`src/rtl/lab5_fetch_unit.sv`:
```
// Instruction-fetch front end for the lab5 single-issue CPU.
//
// This block drives a word-aligned byte address into the instruction RAM.
// It captures the 16-bit word that comes back combinationally into an
// instruction register for decode. Fetch stops on the HALT encoding and
// resumes on a rising edge of the debounced RESUME button. The block also
// supports a single-step mode, branch redirects from execute, and a
// datapath stall.
//
// Ports
//   CLK        system clock, all state on posedge
//   RESET      synchronous, active-high reset
//   ADDR       byte address to instruction RAM (registered PC, bit0 = 0)
//   Q          instruction word returned combinationally for ADDR
//   STALL      datapath hold: PC, IR and state freeze, IR_VALID drops
//   BR_TAKEN   one-cycle redirect request from execute
//   BR_TARGET  redirect byte address (bit0 ignored)
//   STEP_MODE  1 = fetch one instruction per RESUME press
//   RESUME     debounced button level, rising edge is the event
//   IR         instruction register
//   IR_PC      byte address IR was fetched from
//   IR_VALID   IR holds a fresh instruction this cycle
//   HALTED     fetch is frozen on a HALT word
//   FETCH_CNT  count of valid fetches since reset, wraps
module lab5_fetch_unit #(
  parameter int unsigned PC_W      = 8,
  parameter logic [15:0] HALT_WORD = 16'h0001,
  parameter int unsigned CNT_W     = 16
) (
  input  logic             CLK,
  input  logic             RESET,
  output logic [PC_W-1:0]  ADDR,
  input  logic [15:0]      Q,
  input  logic             STALL,
  input  logic             BR_TAKEN,
  input  logic [PC_W-1:0]  BR_TARGET,
  input  logic             STEP_MODE,
  input  logic             RESUME,
  output logic [15:0]      IR,
  output logic [PC_W-1:0]  IR_PC,
  output logic             IR_VALID,
  output logic             HALTED,
  output logic [CNT_W-1:0] FETCH_CNT
);

  typedef enum logic [1:0] {
    ST_RUN       = 2'd0,
    ST_HALT      = 2'd1,
    ST_STEP_WAIT = 2'd2
  } state_e;

  state_e           state_q;
  logic [PC_W-1:0]  pc_q;
  logic [PC_W-1:0]  ir_pc_q;
  logic [15:0]      ir_q;
  logic             ir_valid_q;
  logic             halted_q;
  logic [CNT_W-1:0] cnt_q;
  logic             resume_q;

  logic             resume_rise_c;
  logic             is_halt_c;
  logic             fetch_c;
  logic [PC_W-1:0]  pc_inc_c;
  logic [PC_W-1:0]  br_pc_c;
  logic             unused_br_lsb;

  // The RESUME button acts on its rising edge only.
  // Holding the button adds no extra events.
  assign resume_rise_c = RESUME & ~resume_q;

  // A fetch happens on every RUN cycle.
  // In STEP_WAIT, a fetch happens once per press while step mode stays on.
  assign fetch_c = (state_q == ST_RUN) ||
                   ((state_q == ST_STEP_WAIT) && STEP_MODE && resume_rise_c);

  assign is_halt_c     = (Q == HALT_WORD);
  assign pc_inc_c      = pc_q + PC_W'(2);
  assign br_pc_c       = {BR_TARGET[PC_W-1:1], 1'b0};
  assign unused_br_lsb = BR_TARGET[0];

  // Fetch control, state and all registered outputs.
  always_ff @(posedge CLK) begin
    if (RESET) begin
      state_q    <= ST_RUN;
      pc_q       <= '0;
      ir_q       <= '0;
      ir_pc_q    <= '0;
      ir_valid_q <= 1'b0;
      halted_q   <= 1'b0;
      cnt_q      <= '0;
      resume_q   <= 1'b0;
    end else begin
      // Edge detect keeps tracking during a stall so that a press is not replayed afterwards.
      resume_q   <= RESUME;
      ir_valid_q <= 1'b0;

      if (!STALL) begin
        if (BR_TAKEN) begin
          // The word on Q belongs to the wrong path; drop it, even if it is HALT.
          pc_q <= br_pc_c;
        end else if (fetch_c) begin
          pc_q <= pc_inc_c;
          if (is_halt_c) begin
            state_q  <= ST_HALT;
            halted_q <= 1'b1;
          end else begin
            ir_q       <= Q;
            ir_pc_q    <= pc_q;
            ir_valid_q <= 1'b1;
            cnt_q      <= cnt_q + CNT_W'(1);
            state_q    <= STEP_MODE ? ST_STEP_WAIT : ST_RUN;
          end
        end else begin
          case (state_q)
            ST_HALT: begin
              if (resume_rise_c) begin
                state_q  <= STEP_MODE ? ST_STEP_WAIT : ST_RUN;
                halted_q <= 1'b0;
              end
            end
            ST_STEP_WAIT: begin
              // Leaving step mode goes straight back to free-running fetch.
              if (!STEP_MODE) begin
                state_q <= ST_RUN;
              end
            end
            default: begin
            end
          endcase
        end
      end
    end
  end

  assign ADDR      = pc_q;
  assign IR        = ir_q;
  assign IR_PC     = ir_pc_q;
  assign IR_VALID  = ir_valid_q;
  assign HALTED    = halted_q;
  assign FETCH_CNT = cnt_q;

endmodule

```
`config.mk`:
```
export PLATFORM = sky130hd
export DESIGN_NAME = lab5_fetch_unit
export DESIGN_NICKNAME = d
export VERILOG_FILES = /design/src/rtl/lab5_fetch_unit.sv
export SDC_FILE = /design/constraint.sdc
export NUM_CORES = 1
export LEC_CHECK = 0
export CORE_MARGIN = 2
export CORE_UTILIZATION = 25
export DETAILED_ROUTE_END_ITERATION = 8
export SYNTH_ARGS = -nofsm -noshare
export SYNTH_HDL_FRONTEND = slang
export SYNTH_SLANG_ARGS = --single-unit
```
`constraint.sdc`:
```
create_clock -name CLK -period 1.7 [get_ports CLK]
set_input_delay 0.17 -clock CLK [delete_from_list [all_inputs] [get_ports CLK]]
set_output_delay 0.17 -clock CLK [all_outputs]
set_load 0.05 [all_outputs]
```
==> Word level (Yosys, flattened, before mapping) <==
Cells that the tools add are included.
{ "word_totals": {"register_bits": 53, "in_bits": 30, "output_inout_bits": 50, "elab_cells": 48} }
{ "op_classes": {"add_sub_neg": 2, "n_eq_ne": 6, "muxes": 13, "bitwise_logic": 6, "reduce_logical": 13} }
{ "op_table": {"columns": ["operator", "count"], "rows": [
  ["$add 16x1->16 const B", 1],
  ["$eq 16x1->1 const B", 1],
  ["$mux 8", 2],
  ["$mux 2", 5],
  ["$reduce_and 5->1", 2],
  ["$add 8x2->8 const B", 1],
  ["$ne 3x3->1 const B", 2],
  ["$reduce_bool 2->1", 3],
  ["$mux 1", 5],
  ["$not 1->1", 5],
  ["$pmux 2 s2", 1],
  ["$reduce_and 4->1", 1],
  ["$reduce_or 4->1", 1],
  ["$reduce_bool 3->1", 1],
  ["$eq 2x1->1 const B", 1],
  ["$eq 2x2->1 const B", 1],
  ["$logic_and 1x1->1", 2],
  ["$logic_not 2->1", 1],
  ["$ne 2x2->1 const B", 1],
  ["$reduce_and 2->1", 1],
  ["$and 1x1->1", 1],
  ["$logic_or 1x1->1", 1]
]} }

==> Logic depth before layout (Yosys ltp) <==
Gate-level depths: netlist of run 1.
{ "logic_depth": {"depth_word": 6, "depth_mapped": 7, "ltp_nobuf": 5} }

==> Worst setup path before layout of run 1 <==
OpenSTA, ideal clock, no wires.
{ "synth_timing": {"path_kind": "flip-flop to flip-flop", "start": "register cnt_q[3], in the netlist FETCH_CNT[3]", "end": "register cnt_q[15], in the netlist FETCH_CNT[15]", "setup_time_ns": 0.121, "arrival_ns": 1.866, "required_time_ns": 1.579, "slack_ns": -0.287, "stages_incl_launch_ff": 6, "n_path_buf": 1, "synth_period_minus_slack_ns": 1.987, "path_cell_list": "dfxtp_1 > and3_1 > buf_1 > nand4_1 > nor4b_1 > mux2_2"} }
{ "synth_via": {"elab_chain_len": 1} }
{ "synth_rtl": {"columns": ["element", "line", "text"], "rows": [
  ["start: declaration", "58", "logic [CNT_W-1:0] cnt_q;"],
  ["start signal: assignment", "111", "cnt_q <= cnt_q + CNT_W'(1);"],
  ["$add 16x1->16", "111", null]
]} }
Every way passes these cells.
A chain may end at the register's enable or synchronous reset.

==> Worst setup path after layout of run 1 <==
{ "layout_timing": {"start": "register cnt_q[1], in the netlist FETCH_CNT[1]", "end": "output FETCH_CNT[1]"} }
{ "layout_lines": {"columns": ["element", "line", "text"], "rows": [
  ["end: declaration", "43", "output logic [CNT_W-1:0] FETCH_CNT"]
]} }
No word-level cell between the ends.

==> metrics.yaml, run 1 <==
global_routing:
  grt_start_max_net_pins: 30
  overflow: 0
  grt_pass1_wl_um: 12700
  first_global_vias: 2576
  track_usage_pct: 14.2
  antenna_found_initial: 0
placed_design:
  place_ws_ps: -289
  portBuffers: 76
  gp_congestion: 0.786
  placed_cell_area_um2: 3570
  dp_hpwl_um: 5650
synth:
  ys.flop_type: "dfxtp_1"
  synth_area_um2: 2490
  synth.largest_area_cell: "dfxtp_1"
  postSynthAreaPerCell_um2: 8.29
  synth_cells: 300
  seq_area_frac_synth_pct: 41.0
  async_reset_ff_share_pct: 0
  yosys.area.top_type_share_pct: 41.0
  yosysUniqueCellTypes: 46
  yosysWarnings: 0
  synth-edff-count: 0
  ys_seq_elements: 51
  synth.area.top_cells: "dfxtp_1, a21oi_1, nand3_1"
final_layout:
  drive_gt1_share_pct: 27.3
  antenna_cells: 0
  area_growth_syn_to_layout_pct: 50.9
  post-route-util_pct: 38.6
  fin_area_um2: 3750
  nNetsFinal: 430
clocking:
  ctsResizeCount: 0
  cts_max_level: 2
  clk_path_buf_depth: 2
  cts_setup_buffers: 0
  cts_tree: "built"
  root_buffer: "clkbuf_8"
  clkTransAtPathRegs_ps: 100
  insertion_delay_ps: 300
  postCtsHoldBufs: 0
  cts_buffers: 5
  cts.sinks: 51
pwr:
  pwr-share-comb_pct: 19.8
  swShare_pct: 28.9
  p_clk_share_pct: 30.7
  ir_drop_uv: 297
  leakage_nw: 1.42
  p_int_mw: 1.80
  power_density_nw_per_um2: 677
  power.switching_mw: 0.735
  seqPwrFrac_pct: 49.4
floorplanning:
  rows: 36
  fp.dieH_um: 104
  core_area_um2: 9730
  die-area_um2: 10800
  io_pins: 80
  start_util_pct: 25.6
  dieWidth_um: 104
timing:
  hold_slack_ps: 359
  fmax_mhz: 604
  fin_ws_ps: 45.6
  finalSetupViolations: 0
  tightest_slew_ps: 556
  finalHoldViolCount: 0
  final_max_slew_viol_count: 0
  skew_ps: 8.38
  fin_crit_sh_pct: 97.3
  rsz0062_at_grt: "false"
  min_period_ps: 1650
  slew-limit-headroom_pct: 63.0
worst_hold_path:
  hp-class: "in2reg"
setup_path:
  endpoint_kind: "output pin"
  crit_chain: "clkdlybuf4s50_1"
  crit_fanout: 4
  crit_path_start_kind: "register"
  crit_slowest_cell: "clkdlybuf4s50_1"
  arrival_ps: 1480
  cp.required_ps: 1530
  cpPeakStageDelay_ps: 810
  cp_top_family: "buffers and inverters"
  crit_buf_inv: 1
  critPathKind: "reg2out"
routing:
  viasPerCell: 4.97
  post-route-drc-count: 0
  wire_per_inst_um: 14.7
  drt-pass1-iter-count: 4
  ant_nets: 0
  routed_wl_um: 7800
  drt_iter0_markers: 84
  vias: 2644
run:
  cap_violations: 0
run_status:
  run_status: "finished, final reports clean"
[power by group through the flow]
stage               sequential, mW  combinational, mW  clock, mW
global route                  1.26              0.542      0.873
finish                        1.26              0.504      0.780
CTS                           1.26              0.496      0.813
global placement              1.28              0.492          0
detailed placement            1.28              0.495          0
floorplan                     1.40              0.156          0
[worst paths after layout]
| check | start | end | slack [ps] | cells after the start |
|---|---|---|---|---|
| worst max-delay path | FETCH_CNT[1] | FETCH_CNT[1] | 50 | 1 |
| worst min-delay path | RESET | FETCH_CNT[5] | 360 | 2 |
| worst max register to register | FETCH_CNT[0] | FETCH_CNT[10] | 120 | 6 |
| worst min register to register | IR[5] | IR[5] | 480 | 2 |
[sequential cells by signal, indices dropped and copies added (netlist names)]
| name | count |
|---|---|
| FETCH_CNT | 16 |
| IR | 16 |
| ADDR | 7 |
| IR_PC | 7 |
| state_q | 2 |
| HALTED | 1 |
| IR_VALID | 1 |
| resume_q | 1 |
[placed cells by master (no fill, tap or decap), types with 4 or more instances in the layout]
cell / instances
a21oi_1: 42
a31oi_1: 4
and3_1: 4
buf_4: 64
clkbuf_8: 7
clkdlybuf4s50_1: 44
dfxtp_1: 38
dfxtp_2: 10
inv_1: 5
mux2_2: 5
nand2_1: 9
nand3_1: 35
nand4_1: 6
nor2_1: 14
nor2b_1: 7
nor4_2: 5
o21ai_0: 32
o31ai_1: 9
or4_1: 8
[metal layers]
layer  wire [um]  share of wire [%]  track usage [%]
met5           0                  0                0
met4          57               0.73             3.28
met3         399                5.1             3.65
met2        3890                 50             24.0
met1        3450                 44             18.0
[cell type report]
class / count / area (um2)
well taps: 133 / 166
clock buffers: 7 / 96.3
multi-input cells: 218 / 1370
fillers: 1030 / 5980
flip-flops and latches: 51 / 1040
clock inverters: 1 / 7.51
inverters: 5 / 18.8
repair buffers: 117 / 1050
[kinds of logic (layout without fill, tap and decap cells)]
group           after synthesis  in the layout  synth area share, %
mux                           8              8                 3.57
other cells                   1              2                0.151
buf+inv                      32            130                 6.34
compound gates              101            101                 24.2
fa+ha+maj                     2              2                 1.01
simple gates                105            105                 23.7
flops                        51             51                 41.0
[Yosys cell counts, types with 3 or more instances]
cell type / instances
a21oi_1: 42
buf_4: 4
o31ai_1: 9
mux2_2: 5
o21ai_0: 32
buf_2: 6
clkbuf_1: 14
or4_1: 8
and3_1: 4
nor2b_1: 7
inv_1: 5
and4_1: 3
nor4_1: 6
nand2_1: 9
nand4_1: 6
a31oi_1: 4
dfxtp_1: 51
nand3_1: 35
nor2_1: 14
[per-stage QoR]
| stage | cells | total power [mW] | setup TNS, ps |
|---|---|---|---|
| final | 532 | 2.54 | 0 |
| after detailed placement | 523 | 1.78 | -10650 |
| after floorplan | 301 | 1.56 | 0 |
| after CTS | 531 | 2.57 | 0 |
| after global routing | 532 | 2.68 | 0 |
| after global placement | 523 | 1.77 | -9410 |
Power figures use the tool's default switching activity.
==> inputs of run 2 (changes only) <==
--- a/config.mk
+++ b/config.mk
@@ -7,6 +7,7 @@
 export LEC_CHECK = 0
 export CORE_MARGIN = 2
 export CORE_UTILIZATION = 25
+export CTS_BUF_LIST = sky130_fd_sc_hd__clkbuf_16
 export DETAILED_ROUTE_END_ITERATION = 8
 export SYNTH_ARGS = -nofsm -noshare
 export SYNTH_HDL_FRONTEND = slang
==> run 2 against run 1 <==
  * Via count is 0.98% higher
  * Routed wire length is 2.3% higher
  * Utilization is 0.84 points higher
  * Sequential cell count unchanged
  * Sequential share of layout area shrank 0.59 points
  * Cell count grew 0.19%
  * Clock power up 26%
  * Register-to-register slack barely moved
  * Count of clock-buffer cells in the layout decreased by 2
  * Clock skew down 3.3 ps
  * Highest routed layer unchanged
==> metrics.yaml, run 2 (same netlist as run 1, synthesis figures left out) <==
final_layout:
  post-route-util_pct: 39.4  # +0.84 points
  final_cell_mix: "buf_4, clkdlybuf4s50_1, a21oi_1"
  area_growth_syn_to_layout_pct: 54.2
  drive_gt1_share_pct: 27.3  # -0.068 points
  fill_cells: 1017  # -1.3%
  antenna_cells: 0  # unchanged
  nNetsFinal: 431  # +0.23%
  final_common_cell: "buf_4"
  multi_input_area_um2: 1390  # +1.8%
  regArea_um2: 1040  # unchanged
global_routing:
  grt_use_met3_pct: 3.84  # +0.19 points
  antenna_found_initial: 0  # unchanged
  grt_start_max_net_pins: 30  # unchanged
  grt_pass1_wl_um: 12700  # -0.11%
  overflow: 0  # unchanged
  track_usage_pct: 14.3  # +0.13 points
  grt_use_met2_pct: 23.9  # -0.095 points
  use_met1_pct: 18.0  # about the same
  grt.busiest_layer: "met2"
  first_global_vias: 2564  # -0.47%
floorplanning:
  io_pins: 80  # unchanged
  die-area_um2: 10800  # unchanged
  fp.dieH_um: 104  # unchanged
  dieWidth_um: 104  # unchanged
  core_area_um2: 9730  # unchanged
  rows: 36  # unchanged
  start_util_pct: 25.6  # unchanged
pwr:
  power_density_nw_per_um2: 717  # +5.9%
  ir_drop_uv: 368  # +24%
  leakage_nw: 1.40  # -1.3%
setup_path:
  crit_path_start_kind: "input pin"
  arrival_ps: 1830  # +350 ps
  crit_slowest_cell: "clkdlybuf4s50_1"
  cpPeakStageDelay_ps: 510  # -300 ps
  cp_common_cell: "nor4_2"
  cp.required_ps: 1880  # +350 ps
  endpoint_kind: "register"
  crit_fanout: 8  # +4
  critPathKind: "in2reg"
  crit_chain: "clkdlybuf4s50_1 > nor4_2 > buf_4 > and4_4 > buf_12 > nor4_2 > mux2_2"
timing:
  tightest_slew_ps: 564  # +7.85 ps
  skew_ps: 5.05  # -3.33 ps
  rsz0062_at_grt: "true"
  finalSetupViolations: 0  # unchanged
  fin_ws_ps: 54.8  # +9.23 ps
  fmax_mhz: 608  # +0.56%
  final_max_slew_viol_count: 0  # unchanged
  finalHoldViolCount: 0  # unchanged
  slew-limit-headroom_pct: 62.4  # -0.52 points
  min_period_ps: 1650  # -9.23 ps
  fin_crit_sh_pct: 96.8  # -0.54 points
clocking:
  clk_path_buf_depth: 2  # unchanged
  cts_setup_buffers: 0  # unchanged
  cts_buffers: 5  # unchanged
  clkTransAtPathRegs_ps: 70  # -30 ps
  root_buffer: "clkbuf_16"
  cts_tree: "built"
  cts.sinks: 51  # unchanged
  postCtsHoldBufs: 0  # unchanged
  cts_max_level: 2  # unchanged
  insertion_delay_ps: 290  # about the same
  ctsResizeCount: 0  # unchanged
routing:
  ant_nets: 0  # unchanged
  drt_iter0_markers: 81  # -3.6%
  wire_per_inst_um: 15.0  # +2.1%
  post-route-drc-count: 0  # unchanged
  vias: 2670  # +0.98%
  routed_wl_um: 7970  # +2.3%
  viasPerCell: 5.01  # +0.79%
  drt-pass1-iter-count: 6  # +2
placed_design:
  portBuffers: 76  # unchanged
  dp_hpwl_um: 5650  # unchanged
  gp_congestion: 0.786  # unchanged
  place_ws_ps: -289  # unchanged
worst_hold_path:
  hp-class: "in2reg"
run_status:
  run_status: "finished, final reports clean"
run:
  cap_violations: 0  # unchanged
run 2: critical path, delay by kind of cell:
family | cells | cell delay (ps)
multiplexers | 1 | 370
AND/OR/NAND/NOR | 3 | 500
buffers and inverters | 3 | 790
run 2: through the flow:
stage / hold slack [ps] / setup TNS, ps / power [mW] / instances / cell area [um2]
global placement: 458 / -9410 / 1.77 / 523 / 3570
finish: 329 / 0 / 2.75 / 533 / 3830
global route: 345 / -5.85 / 2.88 / 533 / 3830
floorplan: 298 / 0 / 1.56 / 301 / 2530
detailed placement: 468 / -10650 / 1.78 / 523 / 3570
CTS: 376 / 0 / 2.76 / 531 / 3710
run 2: power breakdown:
part           switching [mW]  internal, mW
combinational           0.300         0.207
clock                   0.448         0.536
sequential             0.0290          1.23
total                   0.777          1.97
run 2: final cells by class:
class / instances / area share (%)
clock buffers: 5 / 3.26
clock inverters: 3 / 0.392
inverters: 5 / 0.489
multi-input cells: 218 / 36.3
flip-flops and latches: 51 / 27.2
well taps: 133 / 4.34
repair buffers: 118 / 27.9
run 2: path summary, 6_finish.rpt:
kind,from,to,slack (ps),depth (start not counted)
max,Q[3],FETCH_CNT[14],50,7
min,Q[8],IR[8],330,4
max reg2reg,FETCH_CNT[6],FETCH_CNT[13],110,4
min reg2reg,IR[6],IR[6],480,2
run 2: routing by layer:
layer / share of wire (%) / vias up
met1: 45 / 1274
met2: 50 / 74
met3: 4.6 / 6
met5: 0 / -
li1: - / 1316
met4: 1.0 / 0
